[config.mk]
export PLATFORM = sky130hd
export DESIGN_NAME = flags_unit_flat
export DESIGN_NICKNAME = d
export VERILOG_FILES = /design/src/rtl/flags_pkg.sv /design/src/rtl/flags_if.sv /design/src/rtl/flags_stack.sv /design/src/rtl/flags_unit.sv /design/src/flat_wrapper.sv
export SDC_FILE = /design/constraint.sdc
export NUM_CORES = 1
export LEC_CHECK = 0
export ABC_AREA = 1
export BUFFER_PORTS_ARGS = -buffer_cell sky130_fd_sc_hd__buf_2
export CAP_MARGIN = 20
export CELL_PAD_IN_SITES_DETAIL_PLACEMENT = 1
export CELL_PAD_IN_SITES_GLOBAL_PLACEMENT = 2
export CORE_MARGIN = 1
export CORE_UTILIZATION = 33
export DETAILED_ROUTE_END_ITERATION = 12
export HOLD_SLACK_MARGIN = 0.08
export PLACE_DENSITY = 0.87
export SYNTH_ARGS = -nofsm -noshare
export SYNTH_HDL_FRONTEND = slang
export SYNTH_SLANG_ARGS = --single-unit
[constraint.sdc]
create_clock -name clk -period 2.5 [get_ports clk]
set_input_delay 0.25 -clock clk [delete_from_list [all_inputs] [get_ports clk]]
set_output_delay 0.25 -clock clk [all_outputs]
set_load 0.01 [all_outputs]
[src/rtl/flags_pkg.sv]
// flags_pkg: shared types for the condition-flag unit.
package flags_pkg;
    localparam int FLAGS_W = 4;

    typedef enum logic [2:0] {
        F_NONE,
        F_ADD,
        F_ADC,
        F_SUB,
        F_SBC,
        F_CMP,
        F_LOGIC,
        F_SHIFT
    } flag_op_t;

    typedef struct packed {
        logic n;
        logic z;
        logic c;
        logic v;
    } flags_t;
endpackage

[src/rtl/flags_if.sv]
// flags_if: control-unit to flag-unit bundle; master drives strobes, slave returns registered state.
interface flags_if #(
    parameter int WIDTH = 12,
    parameter int DEPTH = 4
);
    import flags_pkg::*;
    logic                       ACLOAD;
    flag_op_t                   op_class;
    logic [WIDTH-1:0]           op1;
    logic [WIDTH-1:0]           op2;
    logic [WIDTH-1:0]           AC_result;
    logic                       flags_wr;
    logic [FLAGS_W-1:0]         flags_wdata;
    logic                       push;
    logic                       pop;
    logic                       err_clr;
    logic                       N;
    logic                       Z;
    logic                       C;
    logic                       V;
    logic [$clog2(DEPTH+1)-1:0] depth;
    logic                       ovf_err;
    logic                       unf_err;

    modport master (
        output ACLOAD, op_class, op1, op2, AC_result, flags_wr, flags_wdata, push, pop, err_clr,
        input  N, Z, C, V, depth, ovf_err, unf_err
    );

    modport slave (
        input  ACLOAD, op_class, op1, op2, AC_result, flags_wr, flags_wdata, push, pop, err_clr,
        output N, Z, C, V, depth, ovf_err, unf_err
    );
endinterface

[src/rtl/flags_stack.sv]
// flags_stack: LIFO of saved flag words; simultaneous push and pop leave it untouched.
module flags_stack
    import flags_pkg::*;
#(
    parameter int DEPTH = 4
) (
    input  logic                       clk,
    input  logic                       rst,
    input  logic                       i_push,
    input  logic                       i_pop,
    input  flags_t                     i_wdata,
    output flags_t                     o_rdata,
    output logic [$clog2(DEPTH+1)-1:0] o_depth,
    output logic                       o_full,
    output logic                       o_empty
);
    localparam int DPW = $clog2(DEPTH + 1);

    // sized to the full pointer range so the pointer indexes it without truncation
    flags_t           r_mem [2**DPW];
    logic [DPW-1:0]   r_depth;
    logic             w_do_push;
    logic             w_do_pop;

    assign o_full    = (r_depth == DPW'(DEPTH));
    assign o_empty   = (r_depth == '0);
    assign o_depth   = r_depth;
    assign o_rdata   = r_mem[r_depth - 1'b1];
    assign w_do_push = i_push && !i_pop && !o_full;
    assign w_do_pop  = i_pop && !i_push && !o_empty;

    always_ff @(posedge clk or negedge rst) begin
        if (!rst)
            r_depth <= '0;
        else if (w_do_push)
            r_depth <= r_depth + 1'b1;
        else if (w_do_pop)
            r_depth <= r_depth - 1'b1;
    end

    always_ff @(posedge clk) begin
        if (w_do_push)
            r_mem[r_depth] <= i_wdata;
    end
endmodule

[src/rtl/flags_unit.sv]
// flags_unit: N/Z/C/V generation for a WIDTH-bit ALU, flag register with carry chaining,
// and a hardware flag stack for interrupt entry and RETI.
module flags_unit
    import flags_pkg::*;
#(
    parameter int WIDTH = 12,
    parameter int DEPTH = 4
) (
    input  logic   clk,
    input  logic   rst,
    flags_if.slave bus
);
    flags_t           r_flags;
    flags_t           w_upd;
    flags_t           w_top;
    flags_t           w_next;
    logic             r_ovf;
    logic             r_unf;
    logic             w_full;
    logic             w_empty;
    logic             w_is_add;
    logic             w_is_sub;
    logic             w_arith;
    logic             w_cin;
    logic [WIDTH-1:0] w_b;
    logic [WIDTH:0]   w_sum;
    logic             w_pop_ok;
    logic             w_ovf_set;
    logic             w_unf_set;

    assign w_is_add = (bus.op_class == F_ADD) || (bus.op_class == F_ADC);
    assign w_is_sub = (bus.op_class == F_SUB) || (bus.op_class == F_SBC) || (bus.op_class == F_CMP);
    assign w_arith  = w_is_add || w_is_sub;
    // subtraction is op1 + ~op2 + cin, so C reads as "no borrow"
    assign w_cin    = (bus.op_class == F_ADC || bus.op_class == F_SBC) ? r_flags.c : w_is_sub;
    assign w_b      = w_is_sub ? ~bus.op2 : bus.op2;
    assign w_sum    = {1'b0, bus.op1} + {1'b0, w_b} + {{WIDTH{1'b0}}, w_cin};

    // with op2 already inverted for subtracts, one overflow rule covers both directions
    always_comb begin
        w_upd.n = bus.AC_result[WIDTH-1];
        w_upd.z = (bus.AC_result == '0);
        w_upd.c = w_arith ? w_sum[WIDTH] : (bus.op_class == F_SHIFT) ? bus.op1[WIDTH-1] : r_flags.c;
        w_upd.v = w_arith ? ((bus.op1[WIDTH-1] == w_b[WIDTH-1]) && (bus.AC_result[WIDTH-1] != bus.op1[WIDTH-1]))
                          : r_flags.v;
    end

    assign w_pop_ok  = bus.pop && !w_empty;
    assign w_ovf_set = bus.push && !bus.pop && w_full;
    assign w_unf_set = bus.pop && w_empty;
    assign w_next    = w_pop_ok ? w_top
                     : bus.flags_wr ? flags_t'(bus.flags_wdata)
                     : (bus.ACLOAD && bus.op_class != F_NONE) ? w_upd
                     : r_flags;

    flags_stack #(.DEPTH(DEPTH)) u_stack (
        .clk     (clk),
        .rst     (rst),
        .i_push  (bus.push),
        .i_pop   (bus.pop),
        .i_wdata (r_flags),
        .o_rdata (w_top),
        .o_depth (bus.depth),
        .o_full  (w_full),
        .o_empty (w_empty)
    );

    always_ff @(posedge clk or negedge rst) begin
        if (!rst) begin
            r_flags <= '0;
            r_ovf   <= 1'b0;
            r_unf   <= 1'b0;
        end else begin
            r_flags <= w_next;
            r_ovf   <= (r_ovf && !bus.err_clr) || w_ovf_set;
            r_unf   <= (r_unf && !bus.err_clr) || w_unf_set;
        end
    end

    assign bus.N       = r_flags.n;
    assign bus.Z       = r_flags.z;
    assign bus.C       = r_flags.c;
    assign bus.V       = r_flags.v;
    assign bus.ovf_err = r_ovf;
    assign bus.unf_err = r_unf;
endmodule

[src/flat_wrapper.sv]
// flat-port wrapper written by rule: the top's interface ports become plain ports
module flags_unit_flat import flags_pkg::*;
#(
    parameter int WIDTH = 12,
    parameter int DEPTH = 4
)
  (clk, rst, bus_ACLOAD, bus_op_class, bus_op1, bus_op2, bus_AC_result, bus_flags_wr, bus_flags_wdata, bus_push, bus_pop, bus_err_clr, bus_N, bus_Z, bus_C, bus_V, bus_depth, bus_ovf_err, bus_unf_err);
  flags_if #(.WIDTH(WIDTH), .DEPTH(DEPTH)) bus_i ();
  input  logic clk;
  input  logic rst;
  input wire logic [$bits(bus_i.ACLOAD)-1:0] bus_ACLOAD;
  input wire logic [$bits(bus_i.op_class)-1:0] bus_op_class;
  input wire logic [$bits(bus_i.op1)-1:0] bus_op1;
  input wire logic [$bits(bus_i.op2)-1:0] bus_op2;
  input wire logic [$bits(bus_i.AC_result)-1:0] bus_AC_result;
  input wire logic [$bits(bus_i.flags_wr)-1:0] bus_flags_wr;
  input wire logic [$bits(bus_i.flags_wdata)-1:0] bus_flags_wdata;
  input wire logic [$bits(bus_i.push)-1:0] bus_push;
  input wire logic [$bits(bus_i.pop)-1:0] bus_pop;
  input wire logic [$bits(bus_i.err_clr)-1:0] bus_err_clr;
  output wire logic [$bits(bus_i.N)-1:0] bus_N;
  output wire logic [$bits(bus_i.Z)-1:0] bus_Z;
  output wire logic [$bits(bus_i.C)-1:0] bus_C;
  output wire logic [$bits(bus_i.V)-1:0] bus_V;
  output wire logic [$bits(bus_i.depth)-1:0] bus_depth;
  output wire logic [$bits(bus_i.ovf_err)-1:0] bus_ovf_err;
  output wire logic [$bits(bus_i.unf_err)-1:0] bus_unf_err;
  assign bus_i.ACLOAD = bus_ACLOAD;
  assign bus_i.op_class = bus_op_class;
  assign bus_i.op1 = bus_op1;
  assign bus_i.op2 = bus_op2;
  assign bus_i.AC_result = bus_AC_result;
  assign bus_i.flags_wr = bus_flags_wr;
  assign bus_i.flags_wdata = bus_flags_wdata;
  assign bus_i.push = bus_push;
  assign bus_i.pop = bus_pop;
  assign bus_i.err_clr = bus_err_clr;
  assign bus_N = bus_i.N;
  assign bus_Z = bus_i.Z;
  assign bus_C = bus_i.C;
  assign bus_V = bus_i.V;
  assign bus_depth = bus_i.depth;
  assign bus_ovf_err = bus_i.ovf_err;
  assign bus_unf_err = bus_i.unf_err;
  flags_unit #(.WIDTH(WIDTH), .DEPTH(DEPTH)) u_core (.clk(clk), .rst(rst), .bus(bus_i));
endmodule
# == After elaboration in Yosys (flattened, before gate mapping) ==
# Memories as Yosys holds them, arrays and structs flattened.
# Index checks and enable logic that the tools add are counted.
# classes
n_addsub,4
multipliers,0
div_mod_pow,0
order_cmp,0
n_eq_ne,9
shift,0
n_mux,12
n_bitwise,1
n_reduce_logical,32
# op_table
cell,count
$add A12 B12 Y13,1
$add A13 B1 Y13,1
$eq A3 B3 Y1 const B,4
$logic_not A12 Y1,1
$mux W12,1
$mux W4,3
$not A12 Y12,1
$logic_and A1 B1 Y1,11
$reduce_bool A3 Y1,3
$logic_or A1 B1 Y1,7
$eq A3 B2 Y1 const B,2
$mux W1,6
$mux W3,2
$logic_not A1 Y1,5
$reduce_and A2 Y1,2
$reduce_bool A4 Y1,1
$add A3 B1 Y3 const B,1
$eq A3 B1 Y1 const B,1
$logic_not A3 Y1,1
$sub A3 B1 Y3 const B,1
$reduce_bool A2 Y1,1
$eq A1 B1 Y1,1
$ne A1 B1 Y1,1
# totals
reg_bits,9
latchBits,0
mem_bits_rw,32
rom_bits,0
in_bits,50
wordCells,66
memories,1
# mem_list
memory,depth,word_bits,rd,rd_ports_with_merged_regs,wr,line_no,text
u_core.u_stack.r_mem,8,4,1,0,1,flags_stack.sv:20,flags_t r_mem [2**DPW];

# == Longest topological paths before layout ==
# depth
ltp_word,10
mapped_depth,18
mapped_depth_nobuf,17

# == By module ==
# From an unflattened synthesis, not the netlist that was laid out.
# hier_totals
hier_cells,313
area_unflattened_um2,2560.0
# by_module_without_submodules
module,n_inst,cells_per_inst,area_per_inst_um2,seq_area_each_um2
flags_stack,1,194,1725.4,1036.0
flags_unit,1,119,834.6,150.1

# == Worst setup path before layout ==
# OpenSTA, ideal clock, no wires.
# synth_path
path_type,register -> register
start,register u_core.u_stack.r_depth[0] (netlist: u_core.u_stack.o_depth[0])
end,memory u_core.u_stack.r_mem[4][0] (netlist bit) (enable)
arrival_time_ns,1.538
required_ns,2.171
slack_ns,0.633
path_stages_with_launch,8
synth_period_minus_slack_ns,1.867
cell_sequence,dfrtp_1 buf_6 inv_4 buf_6 ha_1 a21oi_4 nand2_1 nor2_1
# synth_between
elab_chain_cells,5
# synth_rtl
element,line_no,text
"start, declared",flags_stack.sv:21,logic [DPW-1:0] r_depth;
"start signal, assigned",flags_stack.sv:36,r_depth <= r_depth + 1'b1;
"start signal, assigned",flags_stack.sv:38,r_depth <= r_depth - 1'b1;
$eq A3 B3 Y1,flags_stack.sv:25,assign o_full = (r_depth == DPW'(DEPTH));
$logic_not A1 Y1,flags_stack.sv:29,assign w_do_push = i_push && !i_pop && !o_full;
$logic_and A1 B1 Y1,flags_stack.sv:29,
$mux W1,flags_stack.sv:42,if (w_do_push)
$mux W1 (implied by the code),flags_stack.sv:43,r_mem[r_depth] <= i_wdata;
"end, declared",flags_stack.sv:20,
# Parallel ways exist; a longest one is shown, timed or not.

# == Worst setup path in the final report ==
# layout_path
start,register u_core.u_stack.r_depth[1] (netlist: u_core.u_stack.o_depth[1])
end,register u_core.r_flags (netlist bit u_core.bus.N)
# layout_between
elab_chain_cells,4
word_cells_on_any_way,7
cone_classes,add/sub (1); mux (1); reduce/logical (4); memory (1)
# layout_rtl
element,line_no,text
branches (longest 4 deep; another with $mem_v2 Z8 W4),-,
"end signal, assigned",flags_unit.sv:74,r_flags <= w_next;
"end, declared",flags_unit.sv:13,flags_t r_flags;
# Parallel ways; which one is timed is not known.
# A chain may end at the register's enable or synchronous reset.

==> metrics.cfg <==
[drt]
avgRoutedWirePerCell_um=13.4
initialDrtViolationCount=72
routed_wirelength_um=5300
drt_first_pass_iters=4
antenna_left=0
drc=0
num_vias=1921
route.detailed.vias_per_inst=4.84

[setup_path]
slowest_delay_ns=0.65
timing.critical_path.from_type=register
number_of_cells_on_the_worst_reg_to_reg_path=6
setup.worst_path.end_class=register
crit_slowest_cell=ha_1
cp_cell_sequence=inv_1, ha_1, o21ai_0, o211ai_1, nand3_1, a21oi_1
worst-setup-path-type=reg -> reg
required_worst_endpoint_ns=2.71
crit_fanout=18
critical-path-top-delay-family=adder cells
worstPathArrival_ns=2.21
reg2reg_setup_slack_ns=0.50
critical_path_buf_inv_count=1
number_of_cells_on_the_critical_path=6

[synthesis]
synth_simple_gate_area_frac=0.176
synth_cells=241
syn-num-nets=306
synth_most_common_cell=nor2_1
share_of_async_settable_or_async_resettable_flops_after_synthesis=0.220
yosysTopAreaCellShare=0.395
avgSynthCellArea_um2=10.1
yosys.area_share.adder=0.0771
synth.yosys.seq_area_share=0.487
synth-compound-area-share=0.124
yosys.area_share.xor_xnor=0.0653
ys_top_cells_by_count=38 x nor2_1, 32 x edfxtp_1, 32 x nand2_1, 19 x o21ai_0, 15 x ha_1
synthFlopType=edfxtp_1
synth-seq-cells=41
netlist_top_cells_area=edfxtp_1 39%, dfrtp_1 9.2%, ha_1 7.7%
syn_area_um2=2430
library_cell_with_the_largest_summed_area_after_synthesis=edfxtp_1
synthesis.yosys.warnings=0
synth-edff-count=32
synth.distinct_cells=42
yosys-mux-area-fraction=0.00874
largest_family_of_logic_cells_by_synthesized_area=simple AND/OR/NAND/NOR gates

[placement]
place.gp.congestion=0.771
final_hpwl_from_detailed_placement_um=4150
io_buffer_count=58

[clock_network]
cts_tree=built
tritoncts.num_buffers=5
insertion_delay_ns=0.28
cts.reportedPaths.clkPinSlew_ns=0.07
clkSinkCount=41
ctsRootBufferMaster=clkbuf_8
cts.htree.levels=2
ctsLongestPathBuffers=2
cts_setup_buffers=0

[sta]
totalNegativeSetupSlack_ns=0
worst-slew-pin-transition_ns=0.579
setup_viol=0
hold_viol_final=0
period_share=0.798
slew_violations=0
setup_repair_after_global_routing_missed_its_margin=false
period_needed_ns=2.00
fmax_ghz=0.501
max_transition_margin=0.614
fin_skew_ns=0.00296

[floorplan]
floorplan.die.width_um=87.9
die_area_um2=7730
fp-row-count=30
ioPinCount=59
design.core.area_um2=6940
die_span_in_y_um=87.9
initial_utilization=0.351

[grt]
grt_pass1_vias=1961
grt_first_pass_wirelength_um=9150
antenna_found_initial=0
grt_start_max_net_pins=21
global_route.usage.total=0.154
globalRouteOverflowTotal=0

[power_and_ir_drop]
worst_ir_drop_vdd_uv=307
leakage_nw=1.17
power_per_cell_area_nw_per_um2=970
post-layout-total-power_mw=2.78

[min_path]
hp-class=in -> reg
worstHoldPathCells=2

[flow_run]
max_cap_violations=0

[layout]
layout-area-overhead-vs-synth_pct=17.9
final_layout_size_suffix_gt1_frac=0.289
final_nets=365
n_antenna_cell=0

[run_status]
run_status=complete, no violations

-- worst reg2reg max path: cells and delay by family, from the launching register on --
kind                       cells  cell delay, ns
adders and majority gates      1            0.65
and+or+nand+nor                1            0.13
AOI/OAI and AO/OA              3            0.62
buffers and inverters          1            0.12
DFF                            1            0.40
-- layout make-up --
type	count	area (um^2)
fillers	814	4070
inverters	17	78.8
repair buffers	60	308
flip-flops and latches	41	1190
multi-input cells	175	1100
clock inverters	1	3.75
clock buffers	7	76.3
well taps	96	120
-- placed cells by master, fill, tap and decap left out, types with 2 or more instances in the layout --
| master | instances |
|---|---|
| o22ai_1 | 2 |
| clkbuf_8 | 5 |
| nand2_2 | 4 |
| a31oi_1 | 2 |
| nor4_1 | 4 |
| clkinv_1 | 2 |
| buf_2 | 58 |
| o221ai_1 | 2 |
| o21ai_1 | 4 |
| edfxtp_1 | 32 |
| nand4_1 | 2 |
| nand2_1 | 32 |
| o21ai_2 | 2 |
| o211ai_1 | 6 |
| xnor2_1 | 14 |
| ha_1 | 15 |
| o21ai_0 | 19 |
| inv_1 | 9 |
| nor2_1 | 38 |
| nand3_1 | 5 |
| dfrtp_1 | 9 |
| a21oi_2 | 2 |
| inv_2 | 4 |
| a21oi_1 | 8 |
| clkbuf_1 | 2 |
-- through the flow --
step	hold slack [ns]	instances	utilization	cell area, um^2	setup WS [ns]
finish	0.171	397	0.413	2870	0.504
global route	0.174	397	0.413	2870	0.233
CTS	0.165	397	0.413	2870	0.480
detailed placement	0.129	388	0.400	2780	0.379
global placement	0.126	388	0.400	2780	0.407
floorplan	-0.0456	241	-	2430	0.633
-- cells by family after synthesis --
| group | count (synthesis) |
|---|---|
| AO/OA/AOI/OAI | 49 |
| XOR/XNOR | 16 |
| adder cells (fa/ha/maj) | 15 |
| buffers and inverters | 25 |
| flip-flops | 41 |
| multiplexers | 2 |
| AND/OR/NAND/NOR | 93 |
-- final timing paths --
kind,start,endpoint
worst max-delay path,u_core.u_stack.o_depth[1],u_core.bus.N
worst min-delay path,bus_err_clr,u_core.bus.ovf_err
worst max register to register,u_core.u_stack.o_depth[1],u_core.bus.N
worst min register to register,u_core.bus.ovf_err,u_core.bus.ovf_err
max in group asynchronous,rst,u_core.bus.Z
min in group asynchronous,rst,u_core.bus.V
-- registers in the layout, indices dropped and copies added (netlist names) --
name,count
u_core.bus.C,1
u_core.bus.Z,1
u_core.bus.unf_err,1
u_core.u_stack.r_mem,32
u_core.bus.N,1
u_core.bus.ovf_err,1
u_core.u_stack.o_depth,3
u_core.bus.V,1
-- timing repair --
action                    4_1_cts  5_1_grt
hold buffers                    1        0
gates resized for setup         0        0
hold endpoints to repair        9        0
-- power breakdown --
group	total, mW	leakage (nW)	switching (mW)	internal (mW)
logic	1.28	0.731	0.788	0.490
clock network	0.409	0.0399	0.215	0.194
registers	1.10	0.400	0.167	0.929
-- routing by layer --
metal  up-vias  track usage  wire, um
met5         -            0         0
met1       894        0.205      2420
met4         0       0.0447        58
li1        957            -         -
met2        66        0.263      2550
met3         4       0.0217       273
Power figures use the tool's default switching activity.
